--- config.mk ---
export PLATFORM = sky130hd
export DESIGN_NAME = keypad_scan_decoder
export DESIGN_NICKNAME = d
export VERILOG_FILES = /design/src/rtl/keypad_pkg.sv /design/src/rtl/keypad_sync_delay.sv /design/src/rtl/keypad_scan_decoder.sv
export SDC_FILE = /design/constraint.sdc
export NUM_CORES = 1
export LEC_CHECK = 0
export ABC_CLOCK_PERIOD_IN_PS = 3400
export CAP_MARGIN = 5
export CORE_MARGIN = 2
export CORE_UTILIZATION = 55
export CTS_BUF_LIST = sky130_fd_sc_hd__clkbuf_8
export DETAILED_ROUTE_END_ITERATION = 10
export PLACE_DENSITY = 0.76
export SYNTH_ARGS = -nofsm -noshare
export SYNTH_HDL_FRONTEND = slang
export SYNTH_SLANG_ARGS = --single-unit
--- constraint.sdc ---
create_clock -name clk -period 3.4 [get_ports clk]
set_input_delay 0.68 -clock clk [delete_from_list [all_inputs] [get_ports clk]]
set_output_delay 0.68 -clock clk [all_outputs]
set_load 0.005 [all_outputs]
--- src/rtl/keypad_pkg.sv ---
// keypad_pkg
// Shared definitions for the 4x4 keypad scan decoder: matrix dimensions,
// the column-select decode result type and two small helper functions.
//   onehot_idx(col) : decodes a one-hot column drive into a 2-bit index and
//                     flags any pattern that is not exactly one-hot.
//   lowest_set(map) : index of the lowest set bit of a 16-bit key map.
package keypad_pkg;

  localparam int KEY_W = 4;
  localparam int COLS  = 4;
  localparam int ROWS  = 4;

  typedef struct packed {
    logic       valid;
    logic [1:0] idx;
  } col_sel_t;

  function automatic col_sel_t onehot_idx(input logic [COLS-1:0] col);
    col_sel_t r;
    r.valid = 1'b1;
    r.idx   = 2'd0;
    case (col)
      4'b1000: r.idx = 2'd3;
      4'b0100: r.idx = 2'd2;
      4'b0010: r.idx = 2'd1;
      4'b0001: r.idx = 2'd0;
      default: r.valid = 1'b0;
    endcase
    return r;
  endfunction

  // Scans downwards so the last hit is the lowest set index.
  function automatic logic [KEY_W-1:0] lowest_set(input logic [COLS*ROWS-1:0] map);
    logic [KEY_W-1:0] r;
    r = '0;
    for (int i = COLS*ROWS-1; i >= 0; i--) begin
      if (map[i]) r = KEY_W'(i);
    end
    return r;
  endfunction

endpackage

--- src/rtl/keypad_sync_delay.sv ---
// keypad_sync_delay
// Synchronizes the asynchronous row sense lines and delays the column drive
// by the same number of stages, so row_s and col_d describe the same scan
// cycle.
// Ports:
//   clk, clr_n : clock and asynchronous active-low reset
//   row_in     : raw row sense (asynchronous)
//   col_q      : one-hot column drive from the ring counter
//   row_s      : synchronized rows
//   col_d      : column drive delayed to line up with row_s
module keypad_sync_delay
  import keypad_pkg::*;
#(
  parameter int SYNC_STAGES = 2
) (
  input  logic            clk,
  input  logic            clr_n,
  input  logic [ROWS-1:0] row_in,
  input  logic [COLS-1:0] col_q,
  output logic [ROWS-1:0] row_s,
  output logic [COLS-1:0] col_d
);

  logic [SYNC_STAGES-1:0][ROWS-1:0] row_pipe;
  logic [SYNC_STAGES-1:0][COLS-1:0] col_pipe;

  always_ff @(posedge clk or negedge clr_n) begin
    if (!clr_n) begin
      row_pipe <= '0;
      col_pipe <= '0;
    end else begin
      row_pipe[0] <= row_in;
      col_pipe[0] <= col_q;
      for (int i = 1; i < SYNC_STAGES; i++) begin
        row_pipe[i] <= row_pipe[i-1];
        col_pipe[i] <= col_pipe[i-1];
      end
    end
  end

  assign row_s = row_pipe[SYNC_STAGES-1];
  assign col_d = col_pipe[SYNC_STAGES-1];

endmodule

--- src/rtl/keypad_scan_decoder.sv ---
// keypad_scan_decoder
// Samples the keypad rows against the active column, assembles one 16-bit
// matrix snapshot per scan frame, debounces it over DEB_FRAMES identical
// frames and reports every newly pressed key on a valid/ready interface.
// Ports:
//   clk, clr_n  : clock and asynchronous active-low reset
//   col_q       : one-hot column drive (1000 -> 0100 -> 0010 -> 0001)
//   row_in      : raw row sense, 1 = key closed
//   key_code    : {col_idx, row_idx} of the reported key
//   key_valid   : key_code holds a reportable press
//   key_ready   : consumer accepts key_code when key_valid=1
//   col_err     : one-cycle pulse when the delayed column is not one-hot
//   stable_map  : debounced matrix, bit index = {col_idx, row_idx}
module keypad_scan_decoder
  import keypad_pkg::*;
#(
  parameter int DEB_FRAMES  = 4,
  parameter int SYNC_STAGES = 2
) (
  input  logic                 clk,
  input  logic                 clr_n,
  input  logic [COLS-1:0]      col_q,
  input  logic [ROWS-1:0]      row_in,
  output logic [KEY_W-1:0]     key_code,
  output logic                 key_valid,
  input  logic                 key_ready,
  output logic                 col_err,
  output logic [COLS*ROWS-1:0] stable_map
);

  localparam int                 MAP_W   = COLS*ROWS;
  localparam logic [3:0]         DEB_MAX = 4'(DEB_FRAMES);
  localparam logic [MAP_W-1:0]   ONE     = MAP_W'(1);

  logic [ROWS-1:0]  row_s;
  logic [COLS-1:0]  col_d;
  col_sel_t         col_sel;
  logic             frame_end;

  logic [MAP_W-1:0] frame;
  logic [MAP_W-1:0] frame_done;
  logic             frame_bad;
  logic [MAP_W-1:0] cand;
  logic [MAP_W-1:0] cand_next;
  logic [3:0]       deb_cnt;
  logic [3:0]       cnt_next;
  logic             fire;
  logic [MAP_W-1:0] new_press;

  logic [MAP_W-1:0] pending;
  logic             load;
  logic [KEY_W-1:0] load_idx;
  logic [MAP_W-1:0] load_mask;

  keypad_sync_delay #(
    .SYNC_STAGES(SYNC_STAGES)
  ) u_sync (
    .clk   (clk),
    .clr_n (clr_n),
    .row_in(row_in),
    .col_q (col_q),
    .row_s (row_s),
    .col_d (col_d)
  );

  assign col_sel   = onehot_idx(col_d);
  assign frame_end = col_sel.valid && (col_sel.idx == 2'd0);

  // The frame-end cycle writes column 0, so the completed snapshot has to
  // include the current row_s rather than the not-yet-written buffer slot.
  always_comb begin
    frame_done           = frame;
    frame_done[ROWS-1:0] = row_s;
  end

  // Debounce decision for a clean frame end; fire marks the single frame at
  // which the count first reaches DEB_FRAMES.
  always_comb begin
    cnt_next  = deb_cnt;
    cand_next = cand;
    fire      = 1'b0;
    if (frame_end && !frame_bad) begin
      if (frame_done == cand) begin
        if (deb_cnt < DEB_MAX) begin
          cnt_next = deb_cnt + 4'd1;
          fire     = (cnt_next == DEB_MAX);
        end
      end else begin
        cand_next = frame_done;
        cnt_next  = 4'd1;
        fire      = (DEB_MAX == 4'd1);
      end
    end
  end

  assign new_press = fire ? (cand_next & ~stable_map) : '0;

  always_ff @(posedge clk or negedge clr_n) begin
    if (!clr_n) begin
      frame      <= '0;
      frame_bad  <= 1'b0;
      cand       <= '0;
      deb_cnt    <= '0;
      stable_map <= '0;
      col_err    <= 1'b0;
    end else begin
      col_err <= !col_sel.valid;
      if (!col_sel.valid) begin
        frame_bad <= 1'b1;
      end else begin
        frame[{col_sel.idx, 2'b00} +: ROWS] <= row_s;
        if (frame_end && frame_bad) frame_bad <= 1'b0;
      end
      cand    <= cand_next;
      deb_cnt <= cnt_next;
      if (fire) stable_map <= cand_next;
    end
  end

  // The holding register refills whenever it is empty or being drained this
  // cycle; a dequeue and a frame-end OR in the same cycle both take effect.
  assign load      = (pending != '0) && (!key_valid || key_ready);
  assign load_idx  = lowest_set(pending);
  assign load_mask = load ? (ONE << load_idx) : '0;

  always_ff @(posedge clk or negedge clr_n) begin
    if (!clr_n) begin
      pending   <= '0;
      key_code  <= '0;
      key_valid <= 1'b0;
    end else begin
      pending <= (pending & ~load_mask) | new_press;
      if (load) begin
        key_code  <= load_idx;
        key_valid <= 1'b1;
      end else if (key_valid && key_ready) begin
        key_valid <= 1'b0;
      end
    end
  end

endmodule

==> tab_implementation.tex <==
\begin{tabular}{lr}
\hline
Metric & Value \\
\hline
\multicolumn{2}{l}{\textbf{Synthesis}} \\
\quad Cell taking the most area after synthesis & dfrtp\_1 \\
\quad Count of flip-flops with a built-in enable after synthesis & 0 \\
\quad Sequential element share of the synthesized area & about 57\% \\
\quad Post-synthesis average cell area & between 10 and 15 sq um \\
\quad Syn nets & around 350 \\
\quad Fraction of registers with async set/reset & 100.0\% \\
\quad Top area cells in the synthesized netlist & dfrtp\_1, o21ai\_0, mux2\_4 \\
\quad Number of synthesized register bits & a little under 90 \\
\quad Distinct cell type count after synthesis & 41 \\
\quad Cell Area, Synth & $\sim$3800 sq um \\
\quad Gate Count Post-Synth & 330 \\
\quad Ys flop type & dfrtp\_1 \\
\quad Synth warnings & 0 \\
\quad Share of the synthesized area in the top cell type & a little under three fifths \\
\multicolumn{2}{l}{\textbf{STA}} \\
\quad Transition time of the tightest slew-check pin & around 1.1 ns \\
\quad Final count of negative-setup-slack endpoints & 0 \\
\quad Slew headroom & 29.29\% \\
\quad Final worst-path setup slack & around 0.74 ns \\
\quad Final setup TNS & 0 ns \\
\quad Time the worst path needs with I/O delays and setup & roughly 2.7 ns \\
\quad Hold Violations, Final & 0 \\
\quad Skew final & roughly 0.011 ns \\
\quad Final critical-path share of the clock period & 78.27\% \\
\quad Number of max-slew violations in the final report & 0 \\
\quad RSZ-0062 raised after global routing & no \\
\quad Maximum achievable frequency & between 300 and 400 MHz \\
\multicolumn{2}{l}{\textbf{Min path}} \\
\quad Hold depth & 0 \\
\quad Hold Path Origin & u\_sync.col\_pipe[1] \\
\quad Hold endpoint & u\_sync.col\_d[1] \\
\quad Kind of path behind the tightest hold check & reg2reg \\
\multicolumn{2}{l}{\textbf{Worst setup path}} \\
\quad CP Data Arrival Time & between 2 and 3 ns \\
\quad RR Endpoint & stable\_map[10] \\
\quad Worst Path Required & between 3 and 4 ns \\
\quad Worst setup path category & reg2reg \\
\quad Critical Path Sink Type & flip-flop \\
\quad Startpoint of the most critical register-to-register path & u\_sync.row\_s[3] \\
\quad Worst setup SP type & flip-flop \\
\quad Register-to-register setup slack & 0.74 ns \\
\quad Worst-case reg-to-reg path depth & 6 \\
\quad Largest driver fanout on the critical path & 29 \\
\quad Cells traversed along the worst timing path & xor2\_1, nor4\_1, nand4\_1, nor2\_1, nand4\_4, mux2\_4 \\
\quad Critical-path top delay cell & nand4\_4 \\
\quad Maximum single-stage delay on the critical path & between 0.4 and 0.5 ns \\
\multicolumn{2}{l}{\textbf{Drt}} \\
\quad Total wire length after detailed routing & 7153 um \\
\quad Post-detailed-route DRC marker count & 0 \\
\quad Vias & between 2000 and 3000 \\
\quad Number of routed nets with antenna violations & 0 \\
\quad Average routed wire per standard cell & $\sim$16 um \\
\quad Via-to-Cell Ratio & about 5.7 \\
\quad Length of the first detailed-routing pass in iterations & 5 \\
\quad Drt initial violations & $\sim$140 \\
\multicolumn{2}{l}{\textbf{Final layout}} \\
\quad Fraction of layout cells with a size suffix above 1 & $\sim$14\% \\
\quad Design Area, Final & 4404 sq um \\
\quad Commonest cells after routing, fill and taps aside & dfrtp\_1, o21ai\_0, nand2\_1 \\
\quad Leading cell type in the layout, fill and taps excluded & dfrtp\_1 \\
\quad Count of fill cells added during filler insertion & between 500 and 600 \\
\quad Inserted Diodes & 0 \\
\quad Post-Route Utilization & about two thirds \\
\quad Non-filler cells, final & approximately 450 \\
\quad Layout area overhead & 15.00\% \\
\quad Nets@finish & 384 \\
\multicolumn{2}{l}{\textbf{Floorplan}} \\
\quad Initial Util & between 50 and 60\% \\
\quad Core Region & between 6000 and 7000 sq um \\
\quad Die Outline Area & approximately 7600 sq um \\
\quad Total number of placement rows & 30 \\
\quad Die boundary height & about 87 um \\
\quad Count of pins on the block boundary & 33 \\
\quad Chip width & slightly below 90 um \\
\multicolumn{2}{l}{\textbf{Placed design}} \\
\quad Placed inst area & roughly 4200 sq um \\
\quad Gp weighted congestion & approximately 0.83 \\
\quad Placed Cells incl. Taps & between 400 and 500 \\
\quad DP Wirelength & 5160 um \\
\quad Pre-CTS worst setup slack & $\sim$0.7 ns \\
\quad Number of input and output port buffers inserted & 32 \\
\multicolumn{2}{l}{\textbf{Clock tree}} \\
\quad Count of hold-fix buffers inserted at cts & 0 \\
\quad Largest buffer count on any clock path & 2 \\
\quad Clock-pin slew on the worst setup and hold paths & $\sim$0.070 ns \\
\quad Postcts setup bufs & 0 \\
\quad \# clock sinks & 87 \\
\quad Post-cts sizing count & 0 \\
\quad Clock tree from TritonCTS & yes \\
\quad Clock latency reported for the late side of the worst-skew pair & approximately 0.36 ns \\
\quad Root Driver & clkbuf\_8 \\
\quad Number of clock buffers inserted by TritonCTS & 9 \\
\quad H-tree levels & 3 \\
\multicolumn{2}{l}{\textbf{Power}} \\
\quad Power density of the placed cells & 617.1 nW/um\^{}2 \\
\quad Fraction of power consumed by the clock network & between 20 and 30\% \\
\quad Comb pwr share & about a quarter \\
\quad Max VDD drop & $\sim$0.00035 V \\
\quad Sw frac & roughly a third \\
\quad Part of the total power dissipated in sequential elements & 47.3\% \\
\quad Net switching component of the power & slightly below 0.9 mW \\
\quad Lkg Pwr & a little over 2 nW \\
\quad Cell-internal power & around 1.8 mW \\
\multicolumn{2}{l}{\textbf{Status}} \\
\quad Result of the run & completed \\
\multicolumn{2}{l}{\textbf{Global route}} \\
\quad Global Route Usage Sum & between 20\% and 30\% \\
\quad Overflow left after global routing & 0 \\
\quad Number of antenna violations at the first check in global routing & 0 \\
\quad First-pass GRT wire length & $\sim$12000 um \\
\quad Maximum number of pins on one net before global-route repair & $\sim$90 \\
\quad Via count of the first global-routing pass & 2571 \\
\multicolumn{2}{l}{\textbf{Job}} \\
\quad Max-capacitance violation count & 0 \\
\hline
\end{tabular}
[routing by layer]
layer,vias to the layer above,wire [um],track usage (%)
li1,1233,-,-
met1,1273,3121,26.37
met2,63,3630,34.71
met3,11,275,4.360
met4,0,127,8.671
met5,-,0,0
[metrics by stage]
step	power, mW	hold WS (ns)
floorplan	1.754	0.3312
global placement	1.966	0.3328
detailed placement	1.989	0.3371
CTS	2.731	0.3556
global route	2.887	0.3600
finish	2.718	0.3516
[area by class of cell]
cell class | count | area (sq um) | area share [%]
repair buffers | 33 | 325.3 | 7.386
clock inverters | 4 | 45.04 | 1.023
well taps | 80 | 100.1 | 2.273
inverters | 8 | 30.03 | 0.6818
clock buffers | 12 | 165.2 | 3.750
multi-input cells | 229 | 1562 | 35.45
flip-flops and latches | 87 | 2177 | 49.43
[Yosys cell counts (2+ instances only)]
cell      instances
o31ai_1           2
dfrtp_1          87
nor3_1            5
mux2_4           14
or3_1             3
nand2b_1         19
mux2_2           18
buf_6             3
o21ai_0          46
ha_1              5
nand2_1          37
nor2_1           15
inv_1             8
xor2_1           16
a21oi_1          10
nand4_1           2
nor4b_1           2
nor4_1            9
xnor2_1           2
nor2b_1           2
nand3_1           5
[worst max path at each step]
stage	startpoint	endpoint	slack (ns)	cells after the start
CTS	u_sync.row_s[3]	pending[14]	0.67	7
detailed placement	u_sync.row_s[3]	pending[14]	0.69	7
finish	u_sync.row_s[3]	stable_map[10]	0.74	6
global placement	u_sync.row_s[3]	stable_map[10]	0.75	6
floorplan	u_sync.col_d[3]	stable_map[10]	1.23	9
global route	cand[10]	pending[14]	0.51	7
[power groups by stage]
stage | combinational (mW) | sequential [mW] | clock [mW]
final | 0.693 | 1.29 | 0.739
after global routing | 0.777 | 1.30 | 0.806
after CTS | 0.689 | 1.28 | 0.759
after detailed placement | 0.686 | 1.30 | 0
after global placement | 0.669 | 1.30 | 0
after floorplan | 0.485 | 1.27 | 0
[sequential cells by signal, summed over array words and instances, names as in the netlist]
register         cells
cand                16
pending             16
stable_map          16
frame               12
deb_cnt              4
key_code             4
u_sync.col_d         4
u_sync.col_pipe      4
u_sync.row_pipe      4
u_sync.row_s         4
col_err              1
frame_bad            1
key_valid            1
[cell families after synthesis]
logic type / count (synthesis) / share of synthesized area [%]
AND/OR/NAND/NOR: 106 / 14.54
flip-flops: 87 / 56.84
AO/OA/AOI/OAI: 67 / 9.442
multiplexers: 33 / 11.04
XOR/XNOR: 18 / 4.116
buffers and inverters: 14 / 2.385
adder cells (fa/ha/maj): 5 / 1.633
[worst max-delay path: cells and delay by family (launching register included)]
| kind | cells | cell delay (ns) |
|---|---|---|
| flip-flops | 1 | 0.45 |
| AND/OR/NAND/NOR | 4 | 1.43 |
| multiplexers | 1 | 0.47 |
| XOR/XNOR | 1 | 0.19 |
(Power assumes the default switching activity.)
